<file path="config.mk">
export PLATFORM = sky130hd
export DESIGN_NAME = max7219_serial_if
export DESIGN_NICKNAME = d
export VERILOG_FILES = /design/src/rtl/max7219_serial_if.sv
export SDC_FILE = /design/constraint.sdc
export NUM_CORES = 1
export LEC_CHECK = 0
export CORE_UTILIZATION = 54
export CTS_BUF_LIST = sky130_fd_sc_hd__clkbuf_16
export DETAILED_ROUTE_END_ITERATION = 6
export PLACE_DENSITY = 0.87
export SYNTH_ARGS = -nofsm -noshare
export SYNTH_HDL_FRONTEND = slang
export SYNTH_SLANG_ARGS = --single-unit
</file>
<file path="constraint.sdc">
create_clock -name clk -period 2.5 [get_ports clk]
set_clock_uncertainty 0.15 [all_clocks]
set_input_delay 0.5 -clock clk [delete_from_list [all_inputs] [get_ports clk]]
set_output_delay 0.5 -clock clk [all_outputs]
set_load 0.03 [all_outputs]
</file>
<file path="src/rtl/max7219_serial_if.sv">
// Shifts one 16-bit MAX7219 command word out on CLK/DIN, MSB first.
// An optional LOAD pulse follows, then a one-cycle done strobe.
module max7219_serial_if #(
   parameter int unsigned G_MAX_HALF_PERIOD = 4,
   parameter int unsigned G_LOAD_DURATION   = 4
) (
   input  logic        clk,
   input  logic        rst,
   input  logic        i_start,
   input  logic        i_en_load,
   input  logic [15:0] i_data,
   output logic        o_max7219_load,
   output logic        o_max7219_data,
   output logic        o_max7219_clk,
   output logic        o_done
);

   localparam int unsigned WORD_W = 16;
   localparam int unsigned BIT_W  = 4;
   localparam int unsigned HP_W   = $clog2(G_MAX_HALF_PERIOD + 1);
   localparam int unsigned LD_W   = $clog2(G_LOAD_DURATION + 1);

   localparam logic [HP_W-1:0]  HP_LAST  = HP_W'(G_MAX_HALF_PERIOD - 1);
   localparam logic [LD_W-1:0]  LD_LAST  = LD_W'(G_LOAD_DURATION - 1);
   localparam logic [BIT_W-1:0] BIT_LAST = BIT_W'(WORD_W - 1);

   typedef enum logic [1:0] {
      IDLE  = 2'd0,
      SHIFT = 2'd1,
      LOAD  = 2'd2,
      DONE  = 2'd3
   } state_t;

   state_t              state_q,   state_d;
   logic [HP_W-1:0]     hp_cnt_q,  hp_cnt_d;
   logic [LD_W-1:0]     ld_cnt_q,  ld_cnt_d;
   logic [BIT_W-1:0]    bit_cnt_q, bit_cnt_d;
   logic                phase_q,   phase_d;
   logic [WORD_W-1:0]   shreg_q,   shreg_d;
   logic                en_load_q, en_load_d;
   logic                load_q,    load_d;
   logic                data_q,    data_d;
   logic                sclk_q,    sclk_d;
   logic                done_q,    done_d;

   // State and output registers
   always_ff @(posedge clk) begin
      if (rst) begin
         state_q   <= IDLE;
         hp_cnt_q  <= '0;
         ld_cnt_q  <= '0;
         bit_cnt_q <= '0;
         phase_q   <= 1'b0;
         shreg_q   <= '0;
         en_load_q <= 1'b0;
         load_q    <= 1'b0;
         data_q    <= 1'b0;
         sclk_q    <= 1'b0;
         done_q    <= 1'b0;
      end else begin
         state_q   <= state_d;
         hp_cnt_q  <= hp_cnt_d;
         ld_cnt_q  <= ld_cnt_d;
         bit_cnt_q <= bit_cnt_d;
         phase_q   <= phase_d;
         shreg_q   <= shreg_d;
         en_load_q <= en_load_d;
         load_q    <= load_d;
         data_q    <= data_d;
         sclk_q    <= sclk_d;
         done_q    <= done_d;
      end
   end

   // Next-state logic; pin values are decoded from the next state so they leave flops
   always_comb begin
      state_d   = state_q;
      hp_cnt_d  = hp_cnt_q;
      ld_cnt_d  = ld_cnt_q;
      bit_cnt_d = bit_cnt_q;
      phase_d   = phase_q;
      shreg_d   = shreg_q;
      en_load_d = en_load_q;

      case (state_q)
         IDLE: begin
            if (i_start) begin
               state_d   = SHIFT;
               shreg_d   = i_data;
               en_load_d = i_en_load;
               hp_cnt_d  = '0;
               bit_cnt_d = BIT_LAST;
               phase_d   = 1'b0;
            end
         end
         SHIFT: begin
            if (hp_cnt_q == HP_LAST) begin
               hp_cnt_d = '0;
               if (!phase_q) begin
                  phase_d = 1'b1;
               end else if (bit_cnt_q == '0) begin
                  state_d  = en_load_q ? LOAD : DONE;
                  ld_cnt_d = '0;
               end else begin
                  // Next bit is presented at the start of the following low phase
                  phase_d   = 1'b0;
                  bit_cnt_d = bit_cnt_q - BIT_W'(1);
                  shreg_d   = {shreg_q[WORD_W-2:0], 1'b0};
               end
            end else begin
               hp_cnt_d = hp_cnt_q + HP_W'(1);
            end
         end
         LOAD: begin
            if (ld_cnt_q == LD_LAST) begin
               state_d = DONE;
            end else begin
               ld_cnt_d = ld_cnt_q + LD_W'(1);
            end
         end
         DONE: begin
            state_d = IDLE;
         end
         default: begin
            state_d = IDLE;
         end
      endcase

      sclk_d = (state_d == SHIFT) && phase_d;
      data_d = ((state_d == SHIFT) || (state_d == LOAD)) && shreg_d[WORD_W-1];
      load_d = (state_d == LOAD);
      done_d = (state_d == DONE);
   end

   assign o_max7219_load = load_q;
   assign o_max7219_data = data_q;
   assign o_max7219_clk  = sclk_q;
   assign o_done         = done_q;

endmodule

</file>
Word-level counts from Yosys, hierarchy flattened
Cells that the tools add are included.
{"block": "word_totals", "mem_bits_ro": 0, "inputBits": 20, "register_bits": 34, "ramBits": 0, "latch_bits": 0, "mem_count": 0, "output_inout_bits": 4}
{"block": "op_classes", "n_mul": 0, "eq_ne": 14, "shift": 0, "bitwise": 0, "reduce_logical": 11, "n_addsub": 3, "order_cmp": 0, "div_mod_pow": 0, "n_mux": 30}
{"operator": "two-way mux 16 bit", "count": 4}
{"operator": "case mux 16 bit (2 select lines)", "count": 1}
{"operator": "two-way mux 3 bit", "count": 6}
{"operator": "two-way mux 4 bit", "count": 4}
{"operator": "!= test 2 bit, second input constant", "count": 6}
{"operator": "case mux 3 bit (2 select lines)", "count": 2}
{"operator": "two-way mux 2 bit", "count": 5}
{"operator": "AND reduction 5 bit", "count": 2}
{"operator": "equality test 2 bit, second input constant", "count": 4}
{"operator": "case mux 2 bit (4 select lines)", "count": 1}
{"operator": "case mux 4 bit (2 select lines)", "count": 1}
{"operator": "adder 3 x 1 -> 3 bit, second input constant", "count": 2}
{"operator": "equality test 3 x 2 -> 1 bit, second input constant", "count": 2}
{"operator": "two-way mux 1 bit", "count": 5}
{"operator": "equality test 2 x 1 -> 1 bit, second input constant", "count": 2}
{"operator": "zero test 4 bit", "count": 1}
{"operator": "AND reduction 2 bit", "count": 2}
{"operator": "nonzero test 2 bit", "count": 2}
{"operator": "subtractor 4 x 1 -> 4 bit, second input constant", "count": 1}
{"operator": "logical AND 1 bit", "count": 2}
{"operator": "zero test 2 bit", "count": 1}
{"operator": "case mux 1 bit (2 select lines)", "count": 1}
{"operator": "logical OR 1 bit", "count": 1}

Longest topological paths before layout
Gate-level depths: netlist of run 1.
{"block": "logic_depth", "depth_word": 8, "depth_mapped": 8, "ltp_nobuf": 8}

Least setup slack after synthesis of run 1
No wires, ideal clock.
{"block": "synth_path", "path_kind": "reg2reg", "startpoint": "register bit_cnt_q[1]", "endpoint": "register data_q, in the netlist o_max7219_data", "path_stages_with_launch": 9, "path_buffers": 0, "required_ps": 2280, "setup_slack_ps": 556, "t_arrival_ps": 1724, "cell_sequence": "dfxtp_1 -> inv_1 -> ha_1 -> nor3b_4 -> a21oi_1 -> nor3_1 -> inv_1 -> ha_1 -> a21oi_1"}
{"block": "synth_between", "elab_chain_cells": 8, "word_cells_on_any_way": 13, "classes_between": "2 x eq/ne; 8 x mux; 3 x reduce/logical"}
{"element": "start, declared", "line": "37", "rtl": "logic [BIT_W-1:0] bit_cnt_q, bit_cnt_d;"}
{"element": "start signal, assigned", "line": "64", "rtl": "bit_cnt_q <= bit_cnt_d;"}
{"element": "zero test 4 bit (*)", "line": "101", "rtl": "end else if (bit_cnt_q == '0) begin"}
{"element": "two-way mux 2 bit (*)", "line": "101"}
{"element": "two-way mux 2 bit (*)", "line": "99", "rtl": "if (!phase_q) begin"}
{"element": "two-way mux 2 bit (*)", "line": "97", "rtl": "if (hp_cnt_q == HP_LAST) begin"}
{"element": "case mux 2 bit (4 select lines) (*)", "line": "85", "rtl": "case (state_q)"}
{"element": "via state_d[0]", "line": "34", "rtl": "state_t state_q, state_d;"}
{"element": "equality test 2 x 1 -> 1 bit / equality test 2 bit (equally long branches)", "line": "130", "rtl": "data_d = ((state_d == SHIFT) || (state_d == LOAD)) && shreg_d[WORD_W-1];"}
{"element": "logical OR 1 bit (*)", "line": "130"}
{"element": "logical AND 1 bit (*)", "line": "130"}
{"element": "end signal, assigned", "line": "69", "rtl": "data_q <= data_d;"}
{"element": "end, declared", "line": "42", "rtl": "logic data_q, data_d;"}
Mark *: on every way through the listed nets, which the timed path passes. The rest lies on a longest branch. The select of a mux whose other input is x is not followed.
A chain may end at the register's enable or synchronous reset.

Worst setup path after layout of run 1
{"block": "layout_path", "startpoint": "register bit_cnt_q[0]", "endpoint": "register shreg_q[10]"}
{"block": "layout_between", "elab_chain_cells": 3}
{"element": "zero test 4 bit", "line": "101"}
{"element": "!= test 2 bit (no line)"}
{"element": "AND reduction 5 bit (no line)"}
{"element": "end signal, assigned", "line": "66", "rtl": "shreg_q <= shreg_d;"}
{"element": "end, declared", "line": "39", "rtl": "logic [WORD_W-1:0] shreg_q, shreg_d;"}
Every way passes these cells.

==> summary.txt, run 1 <==
Run status
  • Status: completed

Worst setup path
  • CP max-delay cell: nor3b_4
  • Max Fanout on Critical Path: 19
  • Buf/Inv on CP: 2
  • Reg2Reg Depth: 7
  • CP top delay family: simple AND/OR/NAND/NOR gates
  • R2R Path Start: bit_cnt_q[0]
  • CP Cell Sequence: inv_1 > ha_1 > nor3b_4 > a221o_1 > buf_4 > a221oi_1 > nor3_1
  • Reg2reg setup slack: a little under 300 ps
  • CP max stage delay: roughly 460 ps
  • Startpoint types: flip-flop
  • Critical Path Source: bit_cnt_q[0]
  • Crit end category: flip-flop
  • WP data required: around 2500 ps
  • Worst EP arrival: roughly 2200 ps
  • Kind of critical path: reg2reg
  • Reg2reg end: shreg_q[10]

STA
  • Final max-slew violation count: 0
  • RSZ-0062 raised after global routing: false
  • Final setup viols: 0
  • Slew at the pin closest to its max-slew limit: between 500 and 600 ps
  • Final period util: 88.43%
  • Tmin final: roughly 2200 ps
  • Max_slew headroom: a little under two thirds
  • Final hold viol count: 0
  • Peak Freq: 452.3 MHz
  • Setup TNS: 0 ps

Clock network
  • Root Buffer: clkbuf_16
  • Skew-Pair Late Insertion Delay: between 200 and 300 ps
  • Post-CTS Hold Fix Bufs: 0
  • Maximum level of the CTS H-tree: 2
  • Post-CTS resize count: 0
  • Setup bufs post-CTS: 0
  • CTS tree: done
  • CTS max path bufs: 2
  • Clk pin slew, worst setup/hold paths: approximately 50 ps
  • Number of buffers created by CTS: 5
  • Sinks on Clock Net: 34

Route
  • # DRC: 0
  • Total vias in the final route: between 1000 and 1500
  • Vias per cell: ~5.7
  • Drt pass-1 iters: 4
  • WL/cell: 15.26 um
  • DR iter-0 viols: 42
  • Post-DRT Antenna Nets: 0
  • DRT Wirelength: 3663 um

Synthesis
  • Post-synth top area share: 39.02%
  • Mean Syn Cell Area: 10.32 um^2
  • Synth top area cells: dfxtp_1 (39%), a221oi_2 (7.7%), nor2_1 (6.0%)
  • Post-Syn Area: about 0.0017 mm^2
  • Synth Net Count: between 150 and 200
  • Netlist cell types: 39
  • Yosys reg bits: 34
  • Most area-hungry cell type in the Yosys netlist: dfxtp_1
  • Register area share after synthesis: about two fifths
  • Post-synthesis cell count: about 170
  • Synthesis warning total: 0

Floorplanning
  • DIE HEIGHT: just under 60 um
  • Initial Util: between 50 and 60%
  • DIE WIDTH: roughly 59 um
  • Core footprint: 0.003053 mm^2
  • Boundary Pins: 24
  • # rows: 20
  • Die area: about 0.0035 mm^2

Run
  • Max-capacitance violation count: 0

GRT
  • Initial antenna violation count: 0
  • First-pass GRT wire length: slightly below 6000 um
  • Largest net degree at the start of global routing: 20
  • Overall routing resource usage: 23.54%
  • Number of global-route vias before repair: between 1000 and 1500
  • GRT overflow: 0

Place
  • GPL Wtd Cong: roughly 0.76
  • Port bufs: 23
  • HPWL after DPL: roughly 2600 um
  • Placed Instance Area: around 0.0020 mm^2

Power and ir drop
  • Sequential power share: a little over two fifths
  • Total Power: 1489 uW
  • Clk pwr share: a little under two fifths
  • NetSw: about 400 uW
  • Static Leakage: 0.0008851 uW
  • PwrDens: around 700 mW/mm^2
  • Worst vdd ir: 422.1 uV
  • Pint: between 1000 and 1500 uW
  • Sw frac: approximately 27%
  • Combinational fraction of design power: 19.9%

Finish
  • Post-route cell area: 0.002120 mm^2
  • # fillers: about 250
  • Number of nets in the layout: 222
  • Number of diodes: 0
  • Share of cells above drive strength 1: between 20% and 30%
  • Synth-to-Final Area Change: 21.52%

Hold path
  • Worst Hold Class: reg2reg
  • Worst Hold End: shreg_q[15]
  • HP Start: shreg_q[15]
  • Hold Path Cell Cnt: 2
power by group through the flow:
stage	logic [uW]	clock network (uW)	registers, uW
floorplan	233	0	630
global placement	275	0	638
detailed placement	292	0	643
CTS	297	573	633
global route	324	594	638
finish	296	559	634
worst max path at each step:
stage                     endpoint  slack [ps]  depth (start not counted)
floorplan           o_max7219_data         560                          8
global placement      bit_cnt_q[3]         210                          6
detailed placement    bit_cnt_q[3]         110                          6
CTS                    shreg_q[10]         270                          7
global route           shreg_q[10]         160                          7
finish                 shreg_q[10]         290                          7
worst min-delay path, cell delays in order (launching register included):
cell      delay (ps)
dfxtp_1          320
nand3b_4          80
nand2_1           40
layout by cell type (no fill, tap or decap), types with 2 or more instances in the layout:
cell type	n
clkbuf_16	5
dfxtp_1	34
a22oi_1	2
o21ai_0	3
nor3_1	9
mux2i_1	3
nor2b_1	4
buf_4	8
nor3b_1	2
nor3_2	8
ha_1	7
a221oi_2	9
clkdlybuf4s50_1	23
inv_1	8
nor2_1	28
nand2_1	2
a21oi_1	11
a211oi_1	2
nand2b_1	2
nand3b_4	2
a221oi_1	6
state kept, by name, summed over array words and instances, names as in the netlist:
name / flops
bit_cnt_q: 4
en_load_q: 1
hp_cnt_q: 3
ld_cnt_q: 3
o_done: 1
o_max7219_clk: 1
o_max7219_data: 1
o_max7219_load: 1
phase_q: 1
shreg_q: 16
state_q: 2
metal layers:
metal / track usage [%] / part of all wire (%) / vias to the layer above
met3: 6.813 / 4.2 / 14
met5: 0 / 0 / -
met2: 44.16 / 53 / 39
met4: 11.56 / 3.0 / 0
li1: - / - / 676
met1: 23.42 / 40 / 644
metrics by stage:
stage                     utilization [%]  cells  worst slack (ps)  hold WS (ps)
after floorplan                         -    169             556.2         293.6
after global placement              64.92    232             209.2         312.0
after detailed placement            64.92    232             109.7         321.3
after CTS                           69.43    240             270.5         338.9
after global routing                69.43    240             157.0         350.8
final                               69.43    240             289.2         339.1
final cells by class:
cell class / instances / area (um^2) / share of cell area, %
flip-flops and latches: 34 / 680.7 / 32.11
repair buffers: 31 / 290.3 / 13.70
multi-input cells: 116 / 929.6 / 43.86
clock inverters: 3 / 12.51 / 0.5903
well taps: 44 / 55.05 / 2.597
clock buffers: 5 / 125.1 / 5.903
inverters: 7 / 26.28 / 1.240
synth_stat cells (all sizes together):
| cell | n |
|---|---|
| a221o | 1 |
| nor2b | 5 |
| a41o | 1 |
| o21bai | 1 |
| o41ai | 1 |
| ha | 7 |
| nor2 | 28 |
| a32oi | 1 |
| nor3 | 18 |
| clkbuf | 3 |
| nor3b | 4 |
| a211oi | 2 |
| nand2 | 2 |
| and2 | 1 |
| a21oi | 11 |
| nand2b | 2 |
| inv | 7 |
| o21ai | 3 |
| mux2 | 1 |
| a31oi | 1 |
| and3b | 1 |
| o21a | 1 |
| a22oi | 2 |
| mux2i | 3 |
| nand3b | 3 |
| dfxtp | 34 |
| a221oi | 16 |
| buf | 9 |
cells by family (layout without fill, tap and decap cells):
logic type,count (synthesis),in the layout,synth area share (%)
multiplexers,4,4,2.367
adder cells (fa/ha/maj),7,7,5.021
AND/OR/NAND/NOR,64,64,23.82
flip-flops,34,34,39.02
buffers and inverters,19,46,7.675
AO/OA/AOI/OAI,41,41,22.09
Note: power is estimated with default switching activity, not from simulation.
==> run 2: changes to the inputs <==
Settings changed: SKIP_CTS_REPAIR_TIMING from default to 1.
==> results of run 2 <==
No change in the layout: final DEF, timing and power equal those of run 1.
